==> src/rtl/loop_seq_pkg.sv <==
// ---------------------------------------------------------------------------
// loop_seq_pkg
// Shared types and sizes for the loop_sequencer record/playback controller:
// FSM state encoding, SRAM geometry and a small step-position helper.
// No ports (package).
// ---------------------------------------------------------------------------
package loop_seq_pkg;

   localparam int SEQ_DEPTH = 16;   // SRAM entries
   localparam int ADDR_W    = 4;    // SRAM address width
   localparam int MASK_W    = 12;   // one bit per key
   localparam int LEN_W     = 5;    // holds 0..SEQ_DEPTH

   typedef enum logic [2:0] {
      ST_IDLE      = 3'd0,
      ST_REC       = 3'd1,
      ST_PLAY_RD   = 3'd2,
      ST_PLAY_HOLD = 3'd3,
      ST_DONE      = 3'd4
   } loop_seq_state_t;

   // True when step is the final recorded step of a len-step sequence.
   function automatic logic is_last_step(input logic [ADDR_W-1:0] step,
                                         input logic [LEN_W-1:0]  len);
      return ({1'b0, step} == (len - 5'd1));
   endfunction

endpackage

==> src/rtl/loop_sequencer_if.sv <==
// ---------------------------------------------------------------------------
// loop_sequencer_if
// Bundles the control inputs, SRAM port and status outputs of loop_sequencer.
//   master : sequencer side (drives SRAM port, tone enables, status)
//   slave  : environment side (drives requests, key mask, SRAM read data)
// Signals: rec_req, play_req, stop, rec_commit, key_mask[11:0],
//          mem_addr[3:0], mem_we, mem_wdata[11:0], mem_rdata[11:0],
//          tone_en[11:0], seq_len[4:0], cur_step[3:0], recording, playing, full
// ---------------------------------------------------------------------------
interface loop_sequencer_if;
   import loop_seq_pkg::*;

   logic                rec_req;
   logic                play_req;
   logic                stop;
   logic                rec_commit;
   logic [MASK_W-1:0]   key_mask;
   logic [ADDR_W-1:0]   mem_addr;
   logic                mem_we;
   logic [MASK_W-1:0]   mem_wdata;
   logic [MASK_W-1:0]   mem_rdata;
   logic [MASK_W-1:0]   tone_en;
   logic [LEN_W-1:0]    seq_len;
   logic [ADDR_W-1:0]   cur_step;
   logic                recording;
   logic                playing;
   logic                full;

   modport master (
      input  rec_req, play_req, stop, rec_commit, key_mask, mem_rdata,
      output mem_addr, mem_we, mem_wdata, tone_en, seq_len, cur_step,
             recording, playing, full
   );

   modport slave (
      output rec_req, play_req, stop, rec_commit, key_mask, mem_rdata,
      input  mem_addr, mem_we, mem_wdata, tone_en, seq_len, cur_step,
             recording, playing, full
   );

endinterface

==> src/rtl/step_timer.sv <==
// ---------------------------------------------------------------------------
// step_timer
// Playback hold counter. load_i clears the count, en_i advances it, tc_o
// flags the final hold cycle (count == STEP_CYCLES-1) while enabled.
// Ports: clk_i, rst_i (async, active high), load_i, en_i, tc_o
// ---------------------------------------------------------------------------
module step_timer #(
   parameter int STEP_CYCLES = 5_000_000
) (
   input  logic clk_i,
   input  logic rst_i,
   input  logic load_i,
   input  logic en_i,
   output logic tc_o
);

   // A one-cycle hold still needs a 1-bit counter.
   localparam int CNT_W = (STEP_CYCLES > 1) ? $clog2(STEP_CYCLES) : 1;
   localparam logic [CNT_W-1:0] TC_VAL = CNT_W'(STEP_CYCLES - 1);

   logic [CNT_W-1:0] cnt_q;

   // Hold counter: clear on load, advance while enabled.
   always_ff @(posedge clk_i or posedge rst_i) begin
      if (rst_i) begin
         cnt_q <= {CNT_W{1'b0}};
      end else if (load_i) begin
         cnt_q <= {CNT_W{1'b0}};
      end else if (en_i) begin
         cnt_q <= cnt_q + {{(CNT_W-1){1'b0}}, 1'b1};
      end else begin
         cnt_q <= cnt_q;
      end
   end

   assign tc_o = en_i && (cnt_q == TC_VAL);

endmodule

==> src/rtl/loop_sequencer.sv <==
// ---------------------------------------------------------------------------
// loop_sequencer
// Record/playback owner of the 16 x 12-bit key-pattern SRAM. REC writes
// committed key masks to consecutive addresses; PLAY steps through them,
// holding each mask on tone_en for STEP_CYCLES+1 cycles.
// Ports: CLK, RST (async, active high), bus (loop_sequencer_if.master)
// Build option: LOOP_SEQ_REPEAT_EN -- loop playback until stop/play_req
// drops; undefined gives one-shot playback ending in DONE.
// ---------------------------------------------------------------------------
module loop_sequencer
   import loop_seq_pkg::*;
#(
   parameter int STEP_CYCLES = 5_000_000
) (
   input  logic                    CLK,
   input  logic                    RST,
   loop_sequencer_if.master        bus
);

   loop_seq_state_t     state_q,     state_d;
   logic [ADDR_W-1:0]   step_q,      step_d;
   logic [ADDR_W-1:0]   mem_addr_q,  mem_addr_d;
   logic                mem_we_q,    mem_we_d;
   logic [MASK_W-1:0]   mem_wdata_q, mem_wdata_d;
   logic [MASK_W-1:0]   tone_en_q,   tone_en_d;
   logic [LEN_W-1:0]    seq_len_q,   seq_len_d;
   logic [ADDR_W-1:0]   cur_step_q,  cur_step_d;
   logic                recording_q, recording_d;
   logic                playing_q,   playing_d;
   logic                full_q,      full_d;
   logic                tmr_load_s;
   logic                tmr_en_s;
   logic                tmr_tc_s;

   assign tmr_load_s = (state_q == ST_PLAY_RD);
   assign tmr_en_s   = (state_q == ST_PLAY_HOLD);

   step_timer #(.STEP_CYCLES(STEP_CYCLES)) u_step_timer (
      .clk_i  (CLK),
      .rst_i  (RST),
      .load_i (tmr_load_s),
      .en_i   (tmr_en_s),
      .tc_o   (tmr_tc_s)
   );

   // Next-state and next-output computation for the sequencer FSM.
   always_comb begin
      state_d     = state_q;
      step_d      = step_q;
      mem_addr_d  = mem_addr_q;
      mem_we_d    = 1'b0;
      mem_wdata_d = {MASK_W{1'b0}};
      tone_en_d   = tone_en_q;
      cur_step_d  = cur_step_q;
      // A write in flight this cycle lands in seq_len at this edge, so
      // seq_len_d is also the address for a back-to-back commit.
      seq_len_d   = seq_len_q + {{(LEN_W-1){1'b0}}, mem_we_q};

      if (bus.stop) begin
         state_d    = ST_IDLE;
         tone_en_d  = {MASK_W{1'b0}};
         step_d     = {ADDR_W{1'b0}};
         mem_addr_d = {ADDR_W{1'b0}};
      end else begin
         case (state_q)
            ST_IDLE: begin
               if (bus.rec_req) begin
                  state_d   = ST_REC;
                  seq_len_d = {LEN_W{1'b0}};
               end else if (bus.play_req && (seq_len_q != {LEN_W{1'b0}})) begin
                  state_d    = ST_PLAY_RD;
                  step_d     = {ADDR_W{1'b0}};
                  mem_addr_d = {ADDR_W{1'b0}};
               end else begin
                  state_d = ST_IDLE;
               end
            end
            ST_REC: begin
               if (!bus.rec_req) begin
                  state_d    = ST_IDLE;
                  mem_addr_d = {ADDR_W{1'b0}};
               end else if (bus.rec_commit && (seq_len_d != LEN_W'(SEQ_DEPTH))) begin
                  mem_we_d    = 1'b1;
                  mem_addr_d  = seq_len_d[ADDR_W-1:0];
                  mem_wdata_d = bus.key_mask;
               end else begin
                  state_d = ST_REC;
               end
            end
            ST_PLAY_RD: begin
               tone_en_d  = bus.mem_rdata;
               cur_step_d = step_q;
               state_d    = ST_PLAY_HOLD;
            end
            ST_PLAY_HOLD: begin
               if (tmr_tc_s) begin
`ifdef LOOP_SEQ_REPEAT_EN
                  if (!bus.play_req) begin
                     state_d    = ST_IDLE;
                     tone_en_d  = {MASK_W{1'b0}};
                     step_d     = {ADDR_W{1'b0}};
                     mem_addr_d = {ADDR_W{1'b0}};
                  end else if (is_last_step(step_q, seq_len_q)) begin
                     state_d    = ST_PLAY_RD;
                     step_d     = {ADDR_W{1'b0}};
                     mem_addr_d = {ADDR_W{1'b0}};
                  end else begin
                     state_d    = ST_PLAY_RD;
                     step_d     = step_q + 4'd1;
                     mem_addr_d = step_q + 4'd1;
                  end
`else
                  if (is_last_step(step_q, seq_len_q)) begin
                     state_d    = ST_DONE;
                     tone_en_d  = {MASK_W{1'b0}};
                     step_d     = {ADDR_W{1'b0}};
                     mem_addr_d = {ADDR_W{1'b0}};
                  end else begin
                     state_d    = ST_PLAY_RD;
                     step_d     = step_q + 4'd1;
                     mem_addr_d = step_q + 4'd1;
                  end
`endif
               end else begin
                  state_d = ST_PLAY_HOLD;
               end
            end
            ST_DONE: begin
               tone_en_d = {MASK_W{1'b0}};
               if (!bus.play_req) begin
                  state_d = ST_IDLE;
               end else begin
                  state_d = ST_DONE;
               end
            end
            default: begin
               state_d    = ST_IDLE;
               tone_en_d  = {MASK_W{1'b0}};
               mem_addr_d = {ADDR_W{1'b0}};
            end
         endcase
      end

      recording_d = (state_d == ST_REC);
      playing_d   = (state_d == ST_PLAY_RD) || (state_d == ST_PLAY_HOLD);
      full_d      = (seq_len_d == LEN_W'(SEQ_DEPTH));
   end

   // State and registered output update; reset forces outputs immediately.
   always_ff @(posedge CLK or posedge RST) begin
      if (RST) begin
         state_q     <= ST_IDLE;
         step_q      <= {ADDR_W{1'b0}};
         mem_addr_q  <= {ADDR_W{1'b0}};
         mem_we_q    <= 1'b0;
         mem_wdata_q <= {MASK_W{1'b0}};
         tone_en_q   <= {MASK_W{1'b0}};
         seq_len_q   <= {LEN_W{1'b0}};
         cur_step_q  <= {ADDR_W{1'b0}};
         recording_q <= 1'b0;
         playing_q   <= 1'b0;
         full_q      <= 1'b0;
      end else begin
         state_q     <= state_d;
         step_q      <= step_d;
         mem_addr_q  <= mem_addr_d;
         mem_we_q    <= mem_we_d;
         mem_wdata_q <= mem_wdata_d;
         tone_en_q   <= tone_en_d;
         seq_len_q   <= seq_len_d;
         cur_step_q  <= cur_step_d;
         recording_q <= recording_d;
         playing_q   <= playing_d;
         full_q      <= full_d;
      end
   end

   assign bus.mem_addr  = mem_addr_q;
   assign bus.mem_we    = mem_we_q;
   assign bus.mem_wdata = mem_wdata_q;
   assign bus.tone_en   = tone_en_q;
   assign bus.seq_len   = seq_len_q;
   assign bus.cur_step  = cur_step_q;
   assign bus.recording = recording_q;
   assign bus.playing   = playing_q;
   assign bus.full      = full_q;

endmodule

==> src/flat_wrapper.sv <==
// flat-port wrapper written by rule: the top's interface ports become plain ports
module loop_sequencer_flat import loop_seq_pkg::*;
#(
   parameter int STEP_CYCLES = 5_000_000
)
  (CLK, RST, bus_rec_req, bus_play_req, bus_stop, bus_rec_commit, bus_key_mask, bus_mem_rdata, bus_mem_addr, bus_mem_we, bus_mem_wdata, bus_tone_en, bus_seq_len, bus_cur_step, bus_recording, bus_playing, bus_full);
  loop_sequencer_if bus_i ();
  input  logic CLK;
  input  logic RST;
  input wire logic [$bits(bus_i.rec_req)-1:0] bus_rec_req;
  input wire logic [$bits(bus_i.play_req)-1:0] bus_play_req;
  input wire logic [$bits(bus_i.stop)-1:0] bus_stop;
  input wire logic [$bits(bus_i.rec_commit)-1:0] bus_rec_commit;
  input wire logic [$bits(bus_i.key_mask)-1:0] bus_key_mask;
  input wire logic [$bits(bus_i.mem_rdata)-1:0] bus_mem_rdata;
  output wire logic [$bits(bus_i.mem_addr)-1:0] bus_mem_addr;
  output wire logic [$bits(bus_i.mem_we)-1:0] bus_mem_we;
  output wire logic [$bits(bus_i.mem_wdata)-1:0] bus_mem_wdata;
  output wire logic [$bits(bus_i.tone_en)-1:0] bus_tone_en;
  output wire logic [$bits(bus_i.seq_len)-1:0] bus_seq_len;
  output wire logic [$bits(bus_i.cur_step)-1:0] bus_cur_step;
  output wire logic [$bits(bus_i.recording)-1:0] bus_recording;
  output wire logic [$bits(bus_i.playing)-1:0] bus_playing;
  output wire logic [$bits(bus_i.full)-1:0] bus_full;
  assign bus_i.rec_req = bus_rec_req;
  assign bus_i.play_req = bus_play_req;
  assign bus_i.stop = bus_stop;
  assign bus_i.rec_commit = bus_rec_commit;
  assign bus_i.key_mask = bus_key_mask;
  assign bus_i.mem_rdata = bus_mem_rdata;
  assign bus_mem_addr = bus_i.mem_addr;
  assign bus_mem_we = bus_i.mem_we;
  assign bus_mem_wdata = bus_i.mem_wdata;
  assign bus_tone_en = bus_i.tone_en;
  assign bus_seq_len = bus_i.seq_len;
  assign bus_cur_step = bus_i.cur_step;
  assign bus_recording = bus_i.recording;
  assign bus_playing = bus_i.playing;
  assign bus_full = bus_i.full;
  loop_sequencer #(.STEP_CYCLES(STEP_CYCLES)) u_core (.CLK(CLK), .RST(RST), .bus(bus_i));
endmodule
==> config.mk <==
export PLATFORM = sky130hd
export DESIGN_NAME = loop_sequencer_flat
export DESIGN_NICKNAME = d
export VERILOG_FILES = /design/src/rtl/loop_seq_pkg.sv /design/src/rtl/loop_sequencer_if.sv /design/src/rtl/step_timer.sv /design/src/rtl/loop_sequencer.sv /design/src/flat_wrapper.sv
export SDC_FILE = /design/constraint.sdc
export NUM_CORES = 1
export LEC_CHECK = 0
export CORE_ASPECT_RATIO = 2
export CORE_UTILIZATION = 55
export CTS_CLUSTER_SIZE = 40
export DETAILED_ROUTE_END_ITERATION = 12
export GPL_ROUTABILITY_DRIVEN = 1
export PLACE_DENSITY = 0.86
export SLEW_MARGIN = 20
export SYNTH_ARGS = -nofsm -noshare
export SYNTH_HDL_FRONTEND = slang
export SYNTH_SLANG_ARGS = --single-unit
==> constraint.sdc <==
create_clock -name CLK -period 3.6 [get_ports CLK]
set_input_delay 0.72 -clock CLK [delete_from_list [all_inputs] [get_ports CLK]]
set_output_delay 0.72 -clock CLK [all_outputs]
set_load 0.02 [all_outputs]
---- Word level (Yosys, flattened, before mapping) ----
Index checks and enable logic that the tools add are counted.
word-level totals
  output and inout port bits .............. 41
  word-level logic and storage cells ...... 85
  bits of input ports ..................... 30
  register bits ........................... 71
operators by class
  eq/ne operators ......................... 18
  multiplexer cells ....................... 36
  add/subtract/negate cells ............... 4
  reduce and logical (&&, ||, !) cells .... 14
  bitwise gates (word level) .............. 1
operators by type and width
  cell                                                                     count
  12-bit two-way mux                                                       7
  23-bit two-way mux                                                       2
  12-bit one-hot mux with 3 select lines                                   1
  4-bit two-way mux                                                        8
  23-bit by 1-bit adder with 23-bit output, second input constant          1
  23-bit == test, second input constant                                    1
  3-bit two-way mux                                                        7
  4-bit one-hot mux with 4 select lines                                    1
  5-bit two-way mux                                                        3
  3-bit one-hot mux with 5 select lines                                    1
  3-bit by 2-bit == test with 1-bit output, second input constant          4
  3-bit by 2-bit inequality test with 1-bit output, second input constant  3
  4-bit one-hot mux with 2 select lines                                    1
  3-bit by 1-bit == test with 1-bit output, second input constant          2
  5-bit by 1-bit adder with 5-bit output                                   1
  4-bit by 5-bit == test with 1-bit output                                 1
  5-bit == test, second input constant                                     1
  5-bit inequality test, second input constant                             1
  5-bit AND reduction                                                      1
  5-bit nonzero test                                                       1
  5-bit by 1-bit subtractor with 5-bit output, second input constant       1
  4-bit by 1-bit adder with 4-bit output, second input constant            1
  1-bit two-way mux                                                        4
  2-bit by 1-bit inequality test with 1-bit output, second input constant  2
  14 further kinds                                                         17

---- Depth between registers and ports, before layout ----
Gate-level depths: netlist (run 1).
  depth after elaboration ................. 9
  gate-level depth with buffers ........... 8
  gate-level depth less buffers ........... 7

---- Hierarchy ----
Synthesis (run 1) repeated with hierarchy kept, for this count alone.
unflattened totals
  cell total of the unflattened synthesis .. 327
  area, all modules ....................... 3578.4 sq um
modules (own cells, without submodules)
  module          area each (sq um)  sequential area each (sq um)  cells an instance  instances
  loop_sequencer  2274.7             1201.2                        196                1
  step_timer      1303.8             575.6                         131                1

---- Worst setup path before layout (run 1) ----
No wires, ideal clock.
  path type ............................... flip-flop to flip-flop
  from .................................... register u_core.seq_len_q[0] (netlist: u_core.bus.seq_len[0])
  to ...................................... register u_core.mem_addr_q[0] (netlist: u_core.bus.mem_addr[0])
  cell stages (with the launch flop) ...... 8
  data required time ...................... 3475 ps
  data arrival time ....................... 2205 ps
  path buffers ............................ 0
  setup slack ............................. 1270 ps
  cell sequence ........................... dfrtp_1 > ha_1 > ha_1 > o21ai_0 > o22ai_1 > o41a_2 > o221ai_4 > mux2_4
on the way
  word-level cells in the longest chain between the ends .. 6
  elaborated cells between the ends (all ways) .. 16
ends and longest elaborated chain
  item                                         line                   RTL
  from (decl)                                  loop_sequencer.sv:26   logic [LEN_W-1:0] seq_len_q, seq_len_d;
  from (signal assigned)                       loop_sequencer.sv:158  seq_len_q <= {LEN_W{1'b0}};
  from (signal assigned)                       loop_sequencer.sv:170  seq_len_q <= seq_len_d;
  5-bit by 1-bit subtractor with 5-bit output  loop_seq_pkg.sv:25     return ({1'b0, step} == (len - 5'd1));
  4-bit by 5-bit == test with 1-bit output     loop_seq_pkg.sv:25
  4-bit two-way mux                            loop_sequencer.sv:113  if (is_last_step(step_q, seq_len_q)) begin
  4-bit two-way mux                            loop_sequencer.sv:96   if (tmr_tc_s) begin
  4-bit one-hot mux with 4 select lines        loop_sequencer.sv:65   case (state_q)
  4-bit two-way mux                            loop_sequencer.sv:59   if (bus.stop) begin
  to (signal assigned)                         loop_sequencer.sv:154  mem_addr_q <= {ADDR_W{1'b0}};
  to (signal assigned)                         loop_sequencer.sv:166  mem_addr_q <= mem_addr_d;
  to (decl)                                    loop_sequencer.sv:22   logic [ADDR_W-1:0] mem_addr_q, mem_addr_d;
Several ways; a longest one is shown, not always the timed one. The select of a mux whose other input is x is not followed.
A chain may end at the register's enable or synchronous reset.

---- Worst setup path after layout (run 1) ----
  from .................................... register u_core.u_step_timer.cnt_q[15]
  to ...................................... register u_core.tone_en_q[11] (netlist: u_core.bus.tone_en[11])
on the way
  word-level cells in the longest chain between the ends .. 4
ends and longest elaborated chain
  item                                                        line                   RTL
  from (decl)                                                 step_timer.sv:21       logic [CNT_W-1:0] cnt_q;
  from (signal assigned)                                      step_timer.sv:26       cnt_q <= {CNT_W{1'b0}};
  from (signal assigned)                                      step_timer.sv:28       cnt_q <= {CNT_W{1'b0}};
  from (signal assigned)                                      step_timer.sv:30       cnt_q <= cnt_q + {{(CNT_W-1){1'b0}}, 1'b1};
  23-bit == test                                              step_timer.sv:36       assign tc_o = en_i && (cnt_q == TC_VAL);
  1-bit logical AND                                           step_timer.sv:36
  3-bit by 2-bit inequality test with 1-bit output (no line)  -
  3-bit AND reduction (no line)                               -
  to (signal assigned)                                        loop_sequencer.sv:157  tone_en_q <= {MASK_W{1'b0}};
  to (signal assigned)                                        loop_sequencer.sv:169  tone_en_q <= tone_en_d;
  to (decl)                                                   loop_sequencer.sv:25   logic [MASK_W-1:0] tone_en_q, tone_en_d;
Every way passes these cells.

==> results of run 1 <==
## registers in the layout, indices dropped and copies added, names as in the netlist
register	cells
u_core.bus.full	1
u_core.bus.mem_addr	4
u_core.bus.cur_step	4
u_core.u_step_timer.cnt_q	23
u_core.step_q	4
u_core.state_q	3
u_core.bus.playing	1
u_core.bus.mem_wdata	12
u_core.bus.tone_en	12
u_core.bus.seq_len	5
u_core.bus.mem_we	1
u_core.bus.recording	1
## placed cells by master, fill, tap and decap left out, drive strengths merged, types with 2 or more instances in the layout
cell	n
nor2b	6
o21ai	12
nor4	5
and3	8
a21o	2
or3	3
buf	4
nor3b	2
mux2	10
clkdlybuf4s50	70
nand3	17
xor2	8
nor2	28
inv	15
nand2	33
xnor2	15
o22ai	9
a311oi	12
clkinv	2
and4	2
ha	5
a21oi	21
a211o	2
and2	14
o31ai	3
nand4	6
clkbuf	13
dfrtp	71
or4	2
nor3	7
## final cells by class
cell class / instances / area, sq um / share of cell area, %
inverters: 15 / 56.30 / 1.238
repair buffers: 74 / 730.7 / 16.07
clock inverters: 3 / 17.52 / 0.3853
clock buffers: 13 / 260.3 / 5.724
flip-flops and latches: 71 / 1777 / 39.08
multi-input cells: 247 / 1600 / 35.20
well taps: 84 / 105.1 / 2.312
## worst max-delay path, delay by kind of cell, from the launching register on
kind	cells	cell delay, ns
and+or+nand+nor	3	1.13
DFF	1	0.43
AOI/OAI and AO/OA	2	0.89
## power groups by stage
stage,combinational (mW),clock [mW],sequential (mW)
2_1_floorplan,0.196,0,0.900
3_3_place_gp,0.324,0,0.895
3_5_place_dp,0.331,0,0.897
4_1_cts,0.333,0.835,0.883
5_1_grt,0.366,0.871,0.889
6_report,0.332,0.818,0.885
## metrics by stage
step / cell area [sq um] / setup slack, ns / util, % / hold slack (ns) / std cells
after global routing: 4547 / 0.7919 / 75.08 / 0.5392 / 507
after floorplan: 3507 / 1.083 / - / 0.4800 / 350
after detailed placement: 4269 / 0.8549 / 70.50 / 0.5005 / 491
final: 4547 / 0.9878 / 75.08 / 0.5188 / 507
after CTS: 4547 / 0.9900 / 75.08 / 0.5226 / 507
after global placement: 4269 / 0.9762 / 70.50 / 0.4926 / 491
## cells by family after synthesis
| group | count (synthesis) |
|---|---|
| xor+xnor | 23 |
| simple gates | 140 |
| buf+inv | 32 |
| flops | 71 |
| compound gates | 68 |
| fa+ha+maj | 5 |
| mux | 11 |
## per-layer routing
metal  wire [microns]  global-route usage [%]
met5                0                       0
met4              240                   14.29
met3              359                   8.211
met2             5054                   51.72
met1             3004                   30.40
## worst paths after layout
path                       cells past startpoint                          start  slack, ns                      end
max                                            5  u_core.u_step_timer.cnt_q[15]       0.99   u_core.bus.tone_en[11]
min                                            1         u_core.bus.cur_step[3]       0.52   u_core.bus.cur_step[3]
max reg2reg                                    5  u_core.u_step_timer.cnt_q[15]       0.99   u_core.bus.tone_en[11]
min reg2reg                                    1         u_core.bus.cur_step[3]       0.52   u_core.bus.cur_step[3]
max in group asynchronous                      3                            RST       2.05    u_core.bus.tone_en[0]
min in group asynchronous                      3                            RST       0.97  u_core.bus.mem_wdata[5]
==> impl_metrics.env, run 1 <==
export IMPL_status="finished clean"
export IMPL_die_w_microns=58.47
export IMPL_required_ns=3.76
export IMPL_via_per_inst=5.801
export IMPL_synth_mux_area_fraction_pct=3.924
export IMPL_routedWlPerCell_microns=17.08
export IMPL_syn_area_sq_um=3507
export IMPL_clockRootBuffer="clkbuf_16"
export IMPL_synth_fa_ha_area_share_pct=1.784
export IMPL_clock_latency_ns=0.33
export IMPL_io_pins=71
export IMPL_htree_levels=3
export IMPL_via_count=2941
export IMPL_swShare_pct=27.07
export IMPL_clock_sinks=71
export IMPL_min_period_ns=2.612
export IMPL_port_buffers=70
export IMPL_syn_to_final_growth_pct=29.65
export IMPL_cts_tree="built"
export IMPL_path_max_fanout=12
export IMPL_synth_area_leaders="dfrtp_1 (51%), xnor2_1 (3.7%), nand2_1 (3.5%)"
export IMPL_switchingPower_mw=0.5508
export IMPL_setup_viol=0
export IMPL_syn_avg_cell_area_sq_um=10.02
export IMPL_ant_nets=0
export IMPL_cts_clk_slew_worst_paths_ns=0.05
export IMPL_cellPowerDensity_nw_per_um2=447.5
export IMPL_max_slew_margin_pct=41.14
export IMPL_fin_nets=453
export IMPL_slowest_delay_ns=0.67
export IMPL_drcViolationCount=0
export IMPL_syn_num_nets=385
export IMPL_synth_flop_cell="dfrtp_1"
export IMPL_p_leak_nw=1.914
export IMPL_rsz0062_at_grt="no"
export IMPL_clockBufferDepth=2
export IMPL_power_mw=2.035
export IMPL_synthXorXnorAreaFrac_pct=5.744
export IMPL_fmax_ghz=0.3828
export IMPL_grt_max_degree=72
export IMPL_postCtsHoldBufs=0
export IMPL_worstMarginPinSlew_ns=0.8797
export IMPL_core_area_sq_um=6056
export IMPL_drt_iter0_markers=161
export IMPL_synth_seq_cells=71
export IMPL_drive_gt1_share_pct=9.929
export IMPL_diodes=0
export IMPL_worst_setup_path_type="register to register"
export IMPL_synthCells=350
export IMPL_cts_resized_gates=0
export IMPL_synth_top_family_by_area="simple AND/OR/NAND/NOR gates"
export IMPL_finClkSkew_ns=0.003951
export IMPL_start_util_pct=57.91
export IMPL_min_period_over_period_pct=72.56
export IMPL_ys_types=53
export IMPL_worst_path_max_delay_cell="or4_2"
export IMPL_ys_async_sr_fraction_pct=100.0
export IMPL_cellInternalPower_mw=1.484
export IMPL_slew_viol_final=0
export IMPL_cts_made_buffers=9
export IMPL_synth_compound_area_share_pct=13.20
export IMPL_grt_pass1_vias=3038
export IMPL_cts_setup_buffers=0
export IMPL_dr_pass1_iters=4
export IMPL_yosys_area_top_type="dfrtp_1"
export IMPL_synth_simple_area_share_pct=20.98
export IMPL_wirelength_mm=8.659
export IMPL_hold_path_class="register to register"
export IMPL_synth_edf_count=0
export IMPL_yosysWarnings=0
export IMPL_tns_ns=0
export IMPL_yosysSeqAreaShare_pct=50.66
export IMPL_maxCapViolCount=0
export IMPL_hold_violations=0
export IMPL_cp_start_kind="register"
export IMPL_crit_path_cell_trace="or4_2 > nor4b_1 > nand4_1 > o21ai_1 > a311oi_1"
export IMPL_ir_drop_v=0.0003392
export IMPL_rows=40
export IMPL_crit_path_end_kind="register"
export IMPL_antenna_found_initial=0
export IMPL_cp_arrival_ns=2.77
export IMPL_yosys_top_cells_count="dfrtp_1 (71), nand2_1 (33), nor2_1 (28)"
export IMPL_die_y_microns=114.9
export IMPL_die_area_sq_um=6719
export IMPL_combinationalPowerShare_pct=16.3
export IMPL_dpl_hpwl_mm=6.256
export IMPL_synth_top_area_share_pct=50.66
export IMPL_grt_pass1_wl_mm=14.43
export IMPL_clkPwrFrac_pct=40.2
export IMPL_grt_ovfl_total=0
export IMPL_fill_cells=444
export IMPL_track_usage_pct=29.03
export IMPL_p_seq_share_pct=43.5
export IMPL_place_congestion=0.8692
export IMPL_synth_most_common_cell="dfrtp_1"
Note: power is estimated with default switching activity, not from simulation.
==> inputs of run 2 (changes only) <==
Settings changed: CORE_UTILIZATION 55 to 46, PLACE_DENSITY 0.86 to 0.77.
Clock period 3.6 ns to 2.2 ns, I/O delays scaled along.
==> run 2 against run 1 <==
The run now ends with negative setup slack left. Flip-flop and latch count did not move. Via count rose by 3.5%. Combinational power rose by 99%. Setup slack got worse by 1.1 ns. Non-clock buffer count rose by 29. Hold slack got worse by 0.10 ns. Clock skew rose by 0.00097 ns. Largest power group is now clock.
==> impl_metrics.env, run 2 (synthesis results as in run 1) <==
export IMPL_status="finished with violations"
export IMPL_violations="negative setup slack"
export IMPL_largest_reg_flops=23
export IMPL_grt_ovfl_total=0
export IMPL_via_count=3045
export IMPL_fmax_ghz=0.4356
export IMPL_p_leak_nw=2.078
export IMPL_ir_drop_v=0.0004774
export IMPL_worstMarginPinSlew_ns=0.4348
export IMPL_drive_gt1_share_pct=18.58
export IMPL_crit_end="u_core.bus.mem_addr[3]"
export IMPL_grt_pass1_wl_mm=15.10
export IMPL_ff2ff_setup_slack_ns=-0.1
export IMPL_rsz0062_at_grt="yes"
export IMPL_finClkSkew_ns=0.004917
export IMPL_postCtsHoldBufs=0
export IMPL_die_area_sq_um=7998
export IMPL_track_usage_pct=25.11
export IMPL_crit_path_end_kind="register"
export IMPL_crit_start="u_core.bus.mem_we"
export IMPL_regMostFlops="u_core.u_step_timer.cnt_q"
export IMPL_clock_latency_ns=0.34
export IMPL_hold_path_class="primary input to async pin"
export IMPL_regToRegStartpoint="u_core.bus.mem_we"
export IMPL_path_max_fanout=4
export IMPL_dp_cells=523
export IMPL_max_slew_margin_pct=71.01
export IMPL_finalNonFillerCells=544
export IMPL_cts_made_buffers=9
export IMPL_setup_viol=6
export IMPL_fin_nets=482
export IMPL_wirelength_mm=9.526
export IMPL_ant_nets=0
export IMPL_clock_sinks=71
export IMPL_cp_arrival_ns=2.51
export IMPL_final_setup_worst_slack_ns=-0.09554
export IMPL_min_period_over_period_pct=104.3
export IMPL_dpl_hpwl_mm=6.702
export IMPL_drcViolationCount=0
export IMPL_fill_cells=565
export IMPL_min_period_ns=2.296
export IMPL_die_w_microns=63.74
export IMPL_grt_pass1_vias=3126
export IMPL_dr_pass1_iters=4
export IMPL_final_cell_mix="clkdlybuf4s50_1 (70), dfrtp_1 (69), nand2_1 (33)"
export IMPL_clockRootBuffer="clkbuf_16"
export IMPL_required_ns=2.42
export IMPL_core_area_sq_um=7322
export IMPL_place_area_sq_um=4488
export IMPL_clockBufferDepth=2
export IMPL_routedWlPerCell_microns=17.51
export IMPL_cp_start_kind="register"
export IMPL_ff2ff_path_depth=7
export IMPL_via_per_inst=5.597
export IMPL_antenna_found_initial=0
export IMPL_layout_commonest_cell="clkdlybuf4s50_1"
export IMPL_slew_viol_final=0
export IMPL_grt_max_degree=35
export IMPL_cellPowerDensity_nw_per_um2=739.5
export IMPL_drt_iter0_markers=171
export IMPL_diodes=0
export IMPL_io_pins=71
export IMPL_place_congestion=0.8815
export IMPL_cts_clk_slew_worst_paths_ns=0.06
export IMPL_htree_levels=3
export IMPL_die_y_microns=125.5
export IMPL_maxCapViolCount=0
export IMPL_port_buffers=70
export IMPL_syn_to_final_growth_pct=40.49
export IMPL_reg2reg_to="u_core.bus.mem_addr[3]"
export IMPL_rows=44
export IMPL_start_util_pct=47.90
export IMPL_worst_setup_path_type="register to register"
export IMPL_fin_area_sq_um=4927
export IMPL_hold_violations=0
export IMPL_cts_tree="built"
## run 2: changes by cell type in the layout (fill, tap and decap cells not counted), sizes merged
cell,previous run,this run
clkbuf,13,9
bufinv,0,2
buf,4,33
clkinv,2,1
clkinvlp,1,4
## run 2: worst max-delay path, cell delays in order (launching register included)
cell	delay, ns
dfrtp_2	0.43
ha_4	0.18
ha_4	0.17
o21ai_2	0.13
o22ai_2	0.10
o41a_2	0.53
o221ai_4	0.29
mux2_4	0.34
## run 2: repair_timing
item	CTS	global route
buffers inserted	2	3
endpoints found under the hold margin	0	0
setup endpoints to repair	31	33
gates resized for setup	7	7
pin swaps	5	6
## run 2: metrics by stage
stage	total power, mW	hold slack (ns)	setup WS (ns)	setup TNS, ns	util (%)
3_5_place_dp	2.069	0.4965	-0.09162	-1.702	61.30
3_3_place_gp	2.049	0.4881	-0.04497	-0.9185	61.30
2_1_floorplan	1.798	0.4800	0.003687	0	-
5_1_grt	3.794	0.4484	-0.1366	-1.456	67.29
4_1_cts	3.636	0.4261	-0.02663	-0.1057	66.39
6_report	3.644	0.4179	-0.09554	-0.3518	67.29
## run 2: worst min path at each step
stage          slack (ns)                           end
2_1_floorplan        0.48  u_core.u_step_timer.cnt_q[1]
3_3_place_gp         0.49        u_core.bus.cur_step[2]
3_5_place_dp         0.50        u_core.bus.cur_step[3]
4_1_cts              0.43       u_core.bus.mem_wdata[9]
5_1_grt              0.45       u_core.bus.mem_wdata[1]
6_report             0.42       u_core.bus.mem_wdata[7]
## run 2: final cells by class
cell class              instances  area, sq um  area share [%]
clock inverters                 7        96.34           1.955
repair buffers                103        960.9           19.50
clock buffers                   9        225.2           4.571
multi-input cells             247         1690           34.31
well taps                      92        115.1           2.336
flip-flops and latches         71         1779           36.11
inverters                      15        60.06           1.219
## run 2: power by group
part	leakage (nW)	switching, mW	internal, mW
clock	0.148	0.568	0.993
combinational	0.949	0.352	0.309
sequential	0.981	0.0567	1.37
total	2.08	0.976	2.67
## run 2: routing by layer
| layer | track usage (%) | routed length, microns | vias up |
|---|---|---|---|
| met2 | 45.81 | 5458 | 87 |
| met4 | 13.37 | 353 | 0 |
| met3 | 5.292 | 329 | 28 |
| met1 | 25.87 | 3384 | 1492 |
| li1 | - | - | 1438 |
| met5 | 0 | 0 | - |
==> inputs of run 3 (changes only) <==
Settings changed: CORE_ASPECT_RATIO 2 to 0.9.
==> run 3 against run 2 <==
Sequential share of layout area grew 1.7 points. Register-to-register slack gained 0.14 ns. Via count shrank 4.8%. First-iteration DRC count shrank 15%. Largest power group is now registers. Setup slack gained 0.14 ns. Highest routed layer unchanged. Clock power shrank 34%. Die area shrank 0.26%. Clock skew grew 0.0093 ns. The run now ends clean. Non-clock buffer count shrank 9. Flip-flop and latch count is the same. Clock-buffer cell count grew 3.
==> impl_metrics.env, run 3 (synthesis results as in run 1) <==
export IMPL_ir_drop_v=0.0003970
export IMPL_cts_tree="built"
export IMPL_via_per_inst=5.409
export IMPL_drcViolationCount=0
export IMPL_wirelength_mm=8.032
export IMPL_fin_nets=473
export IMPL_min_period_over_period_pct=98.18
export IMPL_die_area_sq_um=7978
export IMPL_core_area_sq_um=7221
export IMPL_p_leak_nw=1.977
export IMPL_track_usage_pct=21.13
export IMPL_grt_ovfl_total=0
export IMPL_syn_to_final_growth_pct=34.21
export IMPL_setup_viol=0
export IMPL_cpMostUsedCell="ha_4"
export IMPL_crit_path_cell_trace="ha_4 > ha_4 > o21ai_4 > o22ai_2 > o41a_4 > o221ai_4 > mux2_4"
export IMPL_drt_iter0_markers=146
export IMPL_port_buffers=70
export IMPL_rows=29
export IMPL_antenna_found_initial=0
export IMPL_postCtsHoldBufs=0
export IMPL_cts_clk_slew_worst_paths_ns=0.07
export IMPL_fmax_ghz=0.4630
export IMPL_power_mw=3.057
export IMPL_start_util_pct=48.57
export IMPL_slew_viol_final=0
export IMPL_hold_violations=0
export IMPL_drive_gt1_share_pct=16.03
export IMPL_largest_reg_flops=23
export IMPL_required_ns=2.42
export IMPL_cp_start_kind="register"
export IMPL_status="finished clean"
export IMPL_dr_pass1_iters=4
export IMPL_grt_max_degree=72
export IMPL_hold_path_class="register to register"
export IMPL_layout_commonest_cell="clkdlybuf4s50_1"
export IMPL_clockRootBuffer="clkbuf_8"
export IMPL_cts_made_buffers=9
export IMPL_slowest_delay_ns=0.43
export IMPL_clock_latency_ns=0.34
export IMPL_worst_setup_path_type="register to register"
export IMPL_dpl_hpwl_mm=5.613
export IMPL_final_cell_mix="clkdlybuf4s50_1 (70), dfrtp_1 (67), nand2_1 (33)"
export IMPL_routedWlPerCell_microns=14.99
export IMPL_crit_path_end_kind="register"
export IMPL_tns_ns=0
export IMPL_min_period_ns=2.160
export IMPL_clockBufferDepth=2
export IMPL_multi_input_area_sq_um=1665
export IMPL_ant_nets=0
export IMPL_via_count=2899
export IMPL_diodes=0
export IMPL_hold_slack_ns=0.5139
export IMPL_clock_sinks=71
export IMPL_grt_pass1_wl_mm=13.23
export IMPL_place_congestion=0.8285
export IMPL_maxCapViolCount=0
export IMPL_regMostFlops="u_core.u_step_timer.cnt_q"
export IMPL_finClkSkew_ns=0.01423
export IMPL_rsz0062_at_grt="yes"
export IMPL_fill_cells=599
export IMPL_path_max_fanout=4
export IMPL_cellPowerDensity_nw_per_um2=649.5
export IMPL_die_w_microns=94.04
export IMPL_io_pins=71
export IMPL_grt_pass1_vias=2781
export IMPL_max_slew_margin_pct=71.90
export IMPL_worst_path_max_delay_cell="dfrtp_2"
export IMPL_cp_arrival_ns=2.38
export IMPL_htree_levels=3
export IMPL_seqCellArea_sq_um=1782
export IMPL_die_y_microns=84.84
export IMPL_worstMarginPinSlew_ns=0.4216
run 3: changes by cell type in the layout (fill, tap and decap cells not counted), sizes merged:
cell and change:
clkbuf +3, bufinv -1, clkinvlp -3, inv -1, buf -9, clkinv +2
run 3: final timing paths:
check | from | endpoint | slack [ns] | cells after the start
hold reg to reg | u_core.bus.cur_step[3] | u_core.bus.cur_step[3] | 0.51 | 1
max in group asynchronous | RST | u_core.bus.cur_step[1] | 1.34 | 3
setup reg to reg | u_core.bus.seq_len[0] | u_core.bus.mem_addr[3] | 0.04 | 7
hold / removal | u_core.bus.cur_step[3] | u_core.bus.cur_step[3] | 0.51 | 1
setup / recovery | u_core.bus.seq_len[0] | u_core.bus.mem_addr[3] | 0.04 | 7
min in group asynchronous | RST | u_core.bus.seq_len[2] | 0.55 | 3
run 3: power by group:
group,internal (mW),switching (mW)
Clock,0.551,0.477
Combinational,0.285,0.317
Sequential,1.36,0.0645
run 3: final cells by class:
class                           count  share of cell area, %
Clock buffer                       12                  3.083
Inverter                           15                  1.276
Tap cell                           93                  2.472
Multi-Input combinational cell    247                  35.38
Sequential cell                    71                  37.85
Timing Repair Buffer               94                  18.98
Clock inverter                      4                 0.9569
run 3: worst max-delay path: cells and delay by family (launching register included):
kind	cells	cell delay, ns
AOI/OAI and AO/OA	4	0.92
adders and majority gates	2	0.34
DFF	1	0.43
muxes	1	0.34
run 3: metrics by stage:
step | area [sq um] | util [%] | instances | setup WS, ns
after floorplan | 3523 | - | 350 | 0.003687
after global placement | 4444 | 61.55 | 518 | -0.0005460
after detailed placement | 4444 | 61.55 | 518 | -0.02815
after CTS | 4654 | 64.46 | 534 | 0.001795
after global routing | 4707 | 65.19 | 536 | -0.01422
final | 4707 | 65.19 | 536 | 0.04010
run 3: timing repair:
item | 4_1_cts | 5_1_grt
endpoints found under the hold margin | 0 | 0
endpoints found under the setup margin | 4 | 6
pin swaps | 1 | 3
resized for setup | 3 | 6
buffers inserted | 0 | 2
run 3: per-layer routing:
layer	vias to the layer above	part of all wire, %	GRT usage (%)	wire (microns)
li1	1415	-	-	-
met5	-	0	0	0
met4	0	0.16	3.636	13
met2	87	46	32.71	3723
met3	2	6.5	8.065	520
met1	1395	47	28.69	3774
